$ cat config.mk
export PLATFORM = sky130hd
export DESIGN_NAME = kbd_matrix_latch_flat
export DESIGN_NICKNAME = d
export VERILOG_FILES = /design/src/rtl/kbd_matrix_latch_if.sv /design/src/rtl/kbd_matrix_latch.sv /design/src/flat_wrapper.sv
export SDC_FILE = /design/constraint.sdc
export NUM_CORES = 1
export LEC_CHECK = 0
export BUFFER_PORTS_ARGS = -buffer_cell sky130_fd_sc_hd__buf_2
export CAP_MARGIN = 25
export CORE_MARGIN = 8
export CORE_UTILIZATION = 62
export DETAILED_ROUTE_END_ITERATION = 10
export PLACE_DENSITY_LB_ADDON = 0.15
export SLEW_MARGIN = 10
export SYNTH_ARGS = -nofsm -noshare
export SYNTH_HDL_FRONTEND = slang
export SYNTH_SLANG_ARGS = --single-unit
export TNS_END_PERCENT = 100
$ cat constraint.sdc
create_clock -name clk -period 6.4 [get_ports clk]
set_clock_uncertainty 0.15 [all_clocks]
set_input_delay 0.96 -clock clk [delete_from_list [all_inputs] [get_ports clk]]
set_output_delay 0.96 -clock clk [all_outputs]
set_load 0.02 [all_outputs]
$ cat src/rtl/kbd_matrix_latch_if.sv
// Keyboard event / PPI scan bundle between the key decoder, the latch and the CPU side.
// The slave side is the latch itself; the master side drives events and row selects.
interface kbd_matrix_latch_if;
    logic       key_stb;
    logic       key_break;
    logic [7:0] scancode;
    logic [2:0] qrow;
    logic [2:0] qcol;
    logic       qerror;
    logic       clear_all;
    logic [7:0] rowsel_n;
    logic [7:0] colbits_n;
    logic       shift_n;
    logic       ctrl_n;
    logic       ruslat_n;
    logic       any_key;

    modport master (
        output key_stb, key_break, scancode, qrow, qcol, qerror, clear_all, rowsel_n,
        input  colbits_n, shift_n, ctrl_n, ruslat_n, any_key
    );

    modport slave (
        input  key_stb, key_break, scancode, qrow, qcol, qerror, clear_all, rowsel_n,
        output colbits_n, shift_n, ctrl_n, ruslat_n, any_key
    );
endinterface

$ cat src/rtl/kbd_matrix_latch.sv
// Vector-06C key-state store: 8x8 matrix plus modifiers, with releases deferred until
// a minimum hold time has elapsed since the last newly pressed key.
module kbd_matrix_latch #(
    parameter int HOLD_CYCLES = 480000,
    parameter int HOLD_W      = 19
) (
    input  logic                  clk,
    input  logic                  reset,
    kbd_matrix_latch_if.slave     kbd
);

    typedef enum logic {
        IDLE = 1'b0,
        HOLD = 1'b1
    } hold_state_t;

    localparam logic [HOLD_W-1:0] HOLD_LOAD = HOLD_W'(HOLD_CYCLES);
    localparam logic [HOLD_W-1:0] HOLD_ONE  = HOLD_W'(1);

    hold_state_t       state_r, state_s;
    logic [HOLD_W-1:0] cnt_r, cnt_s;
    logic [63:0]       matrix_r, matrix_s;
    logic [63:0]       pending_r, pending_s;
    logic              s12_r, s12_s;
    logic              s59_r, s59_s;
    logic              ctrl_r, ctrl_s;
    logic              rus_r, rus_s;
    logic [5:0]        idx_s;

    logic [7:0]        colbits_n_r;
    logic              shift_n_r;
    logic              ctrl_n_r;
    logic              ruslat_n_r;
    logic              any_key_r;

    // OR together the column bytes of every row whose select line is low.
    function automatic logic [7:0] col_or(input logic [63:0] m, input logic [7:0] sel_n);
        logic [7:0] acc;
        acc = 8'h00;
        for (int i = 0; i < 8; i++) begin
            acc = acc | (m[i*8 +: 8] & {8{~sel_n[i]}});
        end
        return acc;
    endfunction

    assign idx_s = {kbd.qrow, kbd.qcol};

    // Next-state: timer expiry first, then clear_all or the incoming key event.
    always_comb begin
        state_s   = state_r;
        cnt_s     = cnt_r;
        matrix_s  = matrix_r;
        pending_s = pending_r;
        s12_s     = s12_r;
        s59_s     = s59_r;
        ctrl_s    = ctrl_r;
        rus_s     = rus_r;

        case (state_r)
            HOLD: begin
                if (cnt_r == HOLD_ONE) begin
                    matrix_s  = matrix_r & ~pending_r;
                    pending_s = 64'h0;
                    cnt_s     = {HOLD_W{1'b0}};
                    state_s   = IDLE;
                end else begin
                    cnt_s = cnt_r - HOLD_ONE;
                end
            end
            IDLE: begin
                cnt_s = {HOLD_W{1'b0}};
            end
            default: begin
                state_s = IDLE;
                cnt_s   = {HOLD_W{1'b0}};
            end
        endcase

        if (kbd.clear_all) begin
            matrix_s  = 64'h0;
            pending_s = 64'h0;
            cnt_s     = {HOLD_W{1'b0}};
            state_s   = IDLE;
            s12_s     = 1'b0;
            s59_s     = 1'b0;
            ctrl_s    = 1'b0;
            rus_s     = 1'b0;
        end else if (kbd.key_stb) begin
            case (kbd.scancode)
                8'h12:   s12_s  = ~kbd.key_break;
                8'h59:   s59_s  = ~kbd.key_break;
                8'h14:   ctrl_s = ~kbd.key_break;
                8'h58:   rus_s  = ~kbd.key_break;
                default: rus_s  = rus_s;
            endcase

            if (kbd.qerror) begin
                matrix_s = matrix_s;
            end else if (!kbd.key_break) begin
                // Only a newly pressed key restarts the timer; typematic repeats just cancel a release.
                if (!matrix_s[idx_s]) begin
                    matrix_s[idx_s]  = 1'b1;
                    pending_s[idx_s] = 1'b0;
                    cnt_s            = HOLD_LOAD;
                    state_s          = HOLD;
                end else begin
                    pending_s[idx_s] = 1'b0;
                end
            end else if (state_s == IDLE) begin
                matrix_s[idx_s] = 1'b0;
            end else begin
                pending_s[idx_s] = 1'b1;
            end
        end else begin
            matrix_s = matrix_s;
        end
    end

    // State registers and registered outputs.
    always_ff @(posedge clk or posedge reset) begin
        if (reset) begin
            state_r     <= IDLE;
            cnt_r       <= {HOLD_W{1'b0}};
            matrix_r    <= 64'h0;
            pending_r   <= 64'h0;
            s12_r       <= 1'b0;
            s59_r       <= 1'b0;
            ctrl_r      <= 1'b0;
            rus_r       <= 1'b0;
            colbits_n_r <= 8'hFF;
            shift_n_r   <= 1'b1;
            ctrl_n_r    <= 1'b1;
            ruslat_n_r  <= 1'b1;
            any_key_r   <= 1'b0;
        end else begin
            state_r     <= state_s;
            cnt_r       <= cnt_s;
            matrix_r    <= matrix_s;
            pending_r   <= pending_s;
            s12_r       <= s12_s;
            s59_r       <= s59_s;
            ctrl_r      <= ctrl_s;
            rus_r       <= rus_s;
            colbits_n_r <= ~col_or(matrix_r, kbd.rowsel_n);
            shift_n_r   <= ~(s12_s | s59_s);
            ctrl_n_r    <= ~ctrl_s;
            ruslat_n_r  <= ~rus_s;
            any_key_r   <= (|matrix_s) | s12_s | s59_s | ctrl_s | rus_s;
        end
    end

    assign kbd.colbits_n = colbits_n_r;
    assign kbd.shift_n   = shift_n_r;
    assign kbd.ctrl_n    = ctrl_n_r;
    assign kbd.ruslat_n  = ruslat_n_r;
    assign kbd.any_key   = any_key_r;

endmodule

$ cat src/flat_wrapper.sv
// flat-port wrapper written by rule: the top's interface ports become plain ports
module kbd_matrix_latch_flat 
#(
    parameter int HOLD_CYCLES = 480000,
    parameter int HOLD_W      = 19
)
  (clk, reset, kbd_key_stb, kbd_key_break, kbd_scancode, kbd_qrow, kbd_qcol, kbd_qerror, kbd_clear_all, kbd_rowsel_n, kbd_colbits_n, kbd_shift_n, kbd_ctrl_n, kbd_ruslat_n, kbd_any_key);
  kbd_matrix_latch_if kbd_i ();
  input  logic clk;
  input  logic reset;
  input wire logic [$bits(kbd_i.key_stb)-1:0] kbd_key_stb;
  input wire logic [$bits(kbd_i.key_break)-1:0] kbd_key_break;
  input wire logic [$bits(kbd_i.scancode)-1:0] kbd_scancode;
  input wire logic [$bits(kbd_i.qrow)-1:0] kbd_qrow;
  input wire logic [$bits(kbd_i.qcol)-1:0] kbd_qcol;
  input wire logic [$bits(kbd_i.qerror)-1:0] kbd_qerror;
  input wire logic [$bits(kbd_i.clear_all)-1:0] kbd_clear_all;
  input wire logic [$bits(kbd_i.rowsel_n)-1:0] kbd_rowsel_n;
  output wire logic [$bits(kbd_i.colbits_n)-1:0] kbd_colbits_n;
  output wire logic [$bits(kbd_i.shift_n)-1:0] kbd_shift_n;
  output wire logic [$bits(kbd_i.ctrl_n)-1:0] kbd_ctrl_n;
  output wire logic [$bits(kbd_i.ruslat_n)-1:0] kbd_ruslat_n;
  output wire logic [$bits(kbd_i.any_key)-1:0] kbd_any_key;
  assign kbd_i.key_stb = kbd_key_stb;
  assign kbd_i.key_break = kbd_key_break;
  assign kbd_i.scancode = kbd_scancode;
  assign kbd_i.qrow = kbd_qrow;
  assign kbd_i.qcol = kbd_qcol;
  assign kbd_i.qerror = kbd_qerror;
  assign kbd_i.clear_all = kbd_clear_all;
  assign kbd_i.rowsel_n = kbd_rowsel_n;
  assign kbd_colbits_n = kbd_i.colbits_n;
  assign kbd_shift_n = kbd_i.shift_n;
  assign kbd_ctrl_n = kbd_i.ctrl_n;
  assign kbd_ruslat_n = kbd_i.ruslat_n;
  assign kbd_any_key = kbd_i.any_key;
  kbd_matrix_latch #(.HOLD_CYCLES(HOLD_CYCLES), .HOLD_W(HOLD_W)) u_core (.clk(clk), .reset(reset), .kbd(kbd_i));
endmodule
After elaboration in Yosys (flattened, before gate mapping)
Index checks and enable logic that the tools add are counted.
{"block": "classes", "eq_ne": 5, "bitwise": 41, "muxes": 45, "n_lt_le_gt_ge": 2, "n_reduce_logical": 2, "add_sub_neg": 1}
{"operator": "$mux W64", "count": 15}
{"operator": "$and A64 B64 Y64", "count": 3}
{"operator": "$not A64 Y64", "count": 2}
{"operator": "$or A64 B64 Y64", "count": 2}
{"operator": "$mux W19", "count": 6}
{"operator": "$and A8 B8 Y8", "count": 8}
{"operator": "$reduce_or A64 Y1", "count": 1}
{"operator": "$or A8 B8 Y8", "count": 7}
{"operator": "$pmux W19 S2", "count": 1}
{"operator": "$mux W1", "count": 21}
{"operator": "$eq A19 B1 Y1 const B", "count": 1}
{"operator": "$sub A19 B1 Y19 const B", "count": 1}
{"operator": "$eq A8 B5 Y1 const B", "count": 2}
{"operator": "$eq A8 B7 Y1 const B", "count": 2}
{"operator": "$not A1 Y1", "count": 13}
{"operator": "$not A8 Y8", "count": 1}
{"operator": "$lt A6 B7 Y1 const B", "count": 1}
{"operator": "$bmux W1 S6", "count": 1}
{"operator": "$demux W1 S6", "count": 1}
{"operator": "$ge A6 B1 Y1 const B", "count": 1}
{"operator": "$or A1 B1 Y1", "count": 5}
{"operator": "$logic_and A1 B1 Y1", "count": 1}
{"block": "totals", "ff_bits": 164, "inputBits": 28, "word_cells": 109, "output_inout_bits": 12}

Longest topological paths before layout
{"block": "logic_depth", "ltp_word": 16, "ltp_mapped": 15, "ltp_nobuf": 11}

Worst setup path before layout
Ideal clock, no wire load.
{"block": "synth_path", "path_kind": "register -> register", "startpoint": "reg u_core.cnt_r[7]", "endpoint": "reg u_core.matrix_r[36]", "setup_time_ns": 0.078, "path_stages_with_launch": 14, "required_ns": 6.172, "synth_period_minus_slack_ns": 3.441, "arrival_ns": 3.213, "slack_ns": 2.959, "cell_sequence": "dfrtp_1 -> or4_1 -> buf_2 -> nor2_8 -> buf_4 -> a41o_1 -> o22ai_1 -> o41a_1 -> or4b_1 -> nor3_2 -> buf_4 -> buf_4 -> nand2_1 -> a21oi_1"}
{"block": "synth_via", "elab_chain_len": 10, "elab_cells_between_ends": 15, "classes_between": "eq/ne: 1; mux: 12; bitwise: 2"}
{"item": "start: declaration", "line_no": "kbd_matrix_latch.sv:21", "source": "logic [HOLD_W-1:0] cnt_r, cnt_s;"}
{"item": "start signal: assignment", "line_no": "kbd_matrix_latch.sv:123", "source": "cnt_r <= {HOLD_W{1'b0}};"}
{"item": "start signal: assignment", "line_no": "kbd_matrix_latch.sv:137", "source": "cnt_r <= cnt_s;"}
{"item": "$eq A19 B1 Y1 (*)", "line_no": "kbd_matrix_latch.sv:61", "source": "if (cnt_r == HOLD_ONE) begin"}
{"item": "$mux W64", "line_no": "kbd_matrix_latch.sv:61"}
{"item": "$mux W64", "line_no": "kbd_matrix_latch.sv:59", "source": "case (state_r)"}
{"item": "$bmux W1 S6", "line_no": "kbd_matrix_latch.sv:101", "source": "if (!matrix_s[idx_s]) begin"}
{"item": "$mux W1 (not written as such)", "line_no": "kbd_matrix_latch.sv:101"}
{"item": "$mux W64", "line_no": "kbd_matrix_latch.sv:101"}
{"item": "$mux W64", "line_no": "kbd_matrix_latch.sv:99", "source": "end else if (!kbd.key_break) begin"}
{"item": "$mux W64", "line_no": "kbd_matrix_latch.sv:97", "source": "if (kbd.qerror) begin"}
{"item": "$mux W64 (*)", "line_no": "kbd_matrix_latch.sv:88", "source": "end else if (kbd.key_stb) begin"}
{"item": "$mux W64 (*)", "line_no": "kbd_matrix_latch.sv:79", "source": "if (kbd.clear_all) begin"}
{"item": "net u_core.matrix_s[36]", "line_no": "kbd_matrix_latch.sv:22", "source": "logic [63:0] matrix_r, matrix_s;"}
{"item": "end signal: assignment", "line_no": "kbd_matrix_latch.sv:138", "source": "matrix_r <= matrix_s;"}
{"item": "end: declaration", "line_no": "kbd_matrix_latch.sv:22"}
The timed path passes the listed nets; every way through them passes the cells marked *. The select of a mux whose other input is x is not followed.

Worst setup path after layout
{"block": "layout_path", "startpoint": "reg u_core.cnt_r[2]", "endpoint": "reg u_core.any_key_r (netlist: u_core.kbd.any_key)"}
{"block": "layout_via", "elab_chain_len": 15, "elab_cells_between_ends": 20, "classes_between": "eq/ne: 1; mux: 12; bitwise: 6; reduce/logical: 1"}
{"item": "$eq A19 B1 Y1 (*)", "line_no": "kbd_matrix_latch.sv:61"}
{"item": "$mux W64", "line_no": "kbd_matrix_latch.sv:61"}
{"item": "$mux W64", "line_no": "kbd_matrix_latch.sv:59"}
{"item": "$bmux W1 S6", "line_no": "kbd_matrix_latch.sv:101"}
{"item": "$mux W1 (not written as such)", "line_no": "kbd_matrix_latch.sv:101"}
{"item": "$mux W64", "line_no": "kbd_matrix_latch.sv:101"}
{"item": "$mux W64", "line_no": "kbd_matrix_latch.sv:99"}
{"item": "$mux W64", "line_no": "kbd_matrix_latch.sv:97"}
{"item": "$mux W64 (*)", "line_no": "kbd_matrix_latch.sv:88"}
{"item": "$mux W64 (*)", "line_no": "kbd_matrix_latch.sv:79"}
{"item": "$reduce_or A64 Y1 (*)", "line_no": "kbd_matrix_latch.sv:148", "source": "any_key_r <= (|matrix_s) | s12_s | s59_s | ctrl_s | rus_s;"}
{"item": "$or A1 B1 Y1 (*) (4 in a row)", "line_no": "kbd_matrix_latch.sv:148"}
{"item": "end signal: assignment", "line_no": "kbd_matrix_latch.sv:148"}
{"item": "end: declaration", "line_no": "kbd_matrix_latch.sv:34", "source": "logic any_key_r;"}
Every way passes the cells marked *; elsewhere a longest branch is shown, timed or not. The select of a mux whose other input is x is not followed.

==> results.ini <==
[worst_setup_path]
cp.arrival_ps = 5580
critPathKind = flop to flop
startpoint_type = flop
rrSetupSlack_ps = 940
worstSetupEndpointType = flop
cp.required_ps = 6520
cp_max_fo = 25

[drt]
routedWlPerCell_um = 27.0
drtAntennaViolNets = 0
dr.pass1.iters = 6
drc = 0
drt_iter0_markers = 1483
wl_um = 35100
vias = 9654
via_per_inst = 7.44

[clock_tree]
root_buffer = clkbuf_16
cts_setup_buffers = 0
cts_resized = 0
ctsHtreeMaxLevel = 4
cts_tree = built
clock_latency_ps = 440
ctsLongestPathBuffers = 2
cts_sinks = 164
hold_buffers = 0
cts_buffers = 17
clkTransAtPathRegs_ps = 70

[synth]
synth.distinct_cells = 59
synth_fp_nets = 1137
synthFlopType = dfrtp_1
synth_warnings = 0
synth_mux_area_share_pct = 0.424
synth_edf_count = 0
synth_fa_ha_area_share_pct = 0.265
synth_cells = 1107
synthSimpleGateAreaFrac_pct = 16.3
synth-seq-cells = 164
ys_seq_area_share_pct = 43.6
synth-async-reset-ratio_pct = 100
synth_area_um2 = 9440
synth_top_family_by_area = compound AO/OA/AOI/OAI gates
synth-compound-area-share_pct = 30.9
synth_xor_area_share_pct = 1.21
syn_avg_cell_area_um2 = 8.52

[floorplan]
die_h_um = 139
die_area_um2 = 19400
start_util_pct = 62.8
num_io_pins = 40
rows = 45
core_um2 = 15000
die_w_um = 139

[sta]
setup_viol = 0
period_needed_ps = 5460
hold_viol_final = 0
period_share_pct = 85.3
tns_ps = 0
worstMarginPinSlew_ps = 861
max-slew-margin-rel_pct = 42.6
slew_viol_final = 0
whs_ps = 293
grt_setup_unrepaired = false
timing.fmax_mhz = 183

[placed_design]
dp_hpwl_um = 23600
place_inst = 1264
io_buffers = 39
place.gp.congestion = 1.04

[power_and_ir_drop]
vdd_drop_max_v = 0.000295
finalPower_mw = 2.43
power.density_nw_per_um2 = 235
leakage_nw = 4.24

[cells_and_area]
num-fill-cells = 1235
postLayoutCoreUtil_pct = 68.8
fin_cells = 1297
final_nets = 1126
drive_gt1_share_pct = 11.4
diodes = 0
area_growth_syn_to_layout_pct = 9.64

[job]
maxCapViolCount = 0

[min_path]
hold_class = primary input to asynchronous set/reset pin

[global_route]
grt_pass1_wl_um = 53900
overflow = 0
antenna_found_initial = 0
grt_use_total_pct = 35.9
grt_pass1_vias = 9054
grt_max_degree = 112

[run_status]
outcome = complete, no violations

==> per-layer routing <==
layer  routed length, um  vias up  global-route usage [%]
li1                    -     4097                       -
met1               13400     4513                    47.4
met2               14900      834                    51.5
met3                4500      210                    9.92
met4                2310        0                    21.6
met5                   0        -                       0
==> area by class of cell <==
type,count,area (um2),share of cell area [%]
clock buffer,21,450,4.35
inverter,79,302,2.91
sequential,164,4120,39.8
multi-input combinational,770,4660,45.1
clock inverter,11,151,1.46
tap,188,235,2.27
timing repair buffer,64,423,4.09
==> sequential cells by signal (all words and copies together) (netlist names) <==
register	flops
u_core.state_r	1
u_core.cnt_r	19
u_core.s12_r	1
u_core.s59_r	1
u_core.kbd.ruslat_n	1
u_core.ctrl_r	1
u_core.rus_r	1
u_core.matrix_r	64
u_core.kbd.ctrl_n	1
u_core.pending_r	64
u_core.kbd.shift_n	1
u_core.kbd.any_key	1
u_core.kbd.colbits_n	8
==> worst max-delay path, cell delays in order (launching register included) <==
cell and delay, ps:
dfrtp_1 420, nor4_2 490, nand3_1 670, o21ai_0 810, nor2b_4 700, buf_4 430, a221oi_1 210, nor4_1 580
nand4b_1 190, nor4_1 400, a41oi_1 230
==> kinds of logic after synthesis <==
logic type	count (synthesis)
AOI/OAI and AO/OA	435
and+or+nand+nor	316
buffers and inverters	173
DFF	164
xor gates and xnor gates	13
muxes	4
adders and majority gates	2
==> cells in the mapped netlist, drive strengths merged (3+ instances only) <==
| cell type | n | area share, % |
|---|---|---|
| and2 | 5 | 0.33 |
| nand2 | 39 | 1.6 |
| o41a | 3 | 0.36 |
| nand3 | 10 | 0.53 |
| dfrtp | 153 | 41 |
| clkbuf | 71 | 2.8 |
| o311ai | 5 | 0.46 |
| nor3 | 10 | 0.58 |
| o31ai | 11 | 0.88 |
| a41o | 44 | 4.7 |
| a21o | 8 | 0.64 |
| nand4 | 23 | 1.5 |
| o211ai | 8 | 0.64 |
| xor2 | 5 | 0.46 |
| mux2i | 4 | 0.42 |
| xnor2 | 8 | 0.74 |
| buf | 23 | 1.3 |
| nor2 | 166 | 6.8 |
| a21oi | 155 | 8.2 |
| a211oi | 66 | 5.3 |
| a221oi | 9 | 0.84 |
| nor4 | 24 | 2.0 |
| nand3b | 6 | 0.48 |
| or3 | 3 | 0.20 |
| nand2b | 9 | 0.60 |
| o22ai | 55 | 3.6 |
| o21ai | 23 | 1.2 |
| dfstp | 11 | 3.1 |
| o22a | 4 | 0.37 |
| a31o | 5 | 0.46 |
| nor2b | 5 | 0.33 |
| inv | 79 | 3.1 |
| a22oi | 28 | 2.2 |
==> per-stage QoR <==
step	setup WS [ps]	area, um2
floorplan	875	9440
global placement	1190	9690
finish	943	10300
detailed placement	1160	9720
CTS	1160	10300
global route	785	10300
==> cells in the final DEF, fill, tap and decap left out, types with 10 or more instances in the layout <==
cell,netlist,routed
a211oi_1,66,66
a21oi_1,155,155
a22oi_1,28,28
a41o_1,44,44
buf_2,7,39
buf_4,7,23
clkbuf_16,0,17
dfrtp_1,153,152
dfstp_2,11,11
inv_1,79,78
nand2_1,38,38
nand3_1,10,10
nand4_1,23,23
nor2_1,165,162
nor4_1,20,20
o21ai_0,23,23
o22ai_1,55,55
o31ai_1,11,11
==> power by group <==
part	leakage [nW]	internal (mW)	switching, mW
Combinational	1.70	0.0676	0.225
Sequential	2.25	1.05	0.0118
Clock	0.292	0.627	0.456
==> path summary, 6_finish.rpt <==
check                      cells after the start                   end       startpoint
setup / recovery                              10    u_core.kbd.any_key  u_core.cnt_r[2]
hold / removal                                 2  u_core.pending_r[31]            reset
setup reg to reg                              10    u_core.kbd.any_key  u_core.cnt_r[2]
hold reg to reg                                1       u_core.cnt_r[0]  u_core.cnt_r[0]
max in group asynchronous                      3        u_core.state_r            reset
min in group clk                               1       u_core.cnt_r[0]  u_core.cnt_r[0]
Power figures use the tool's default switching activity.
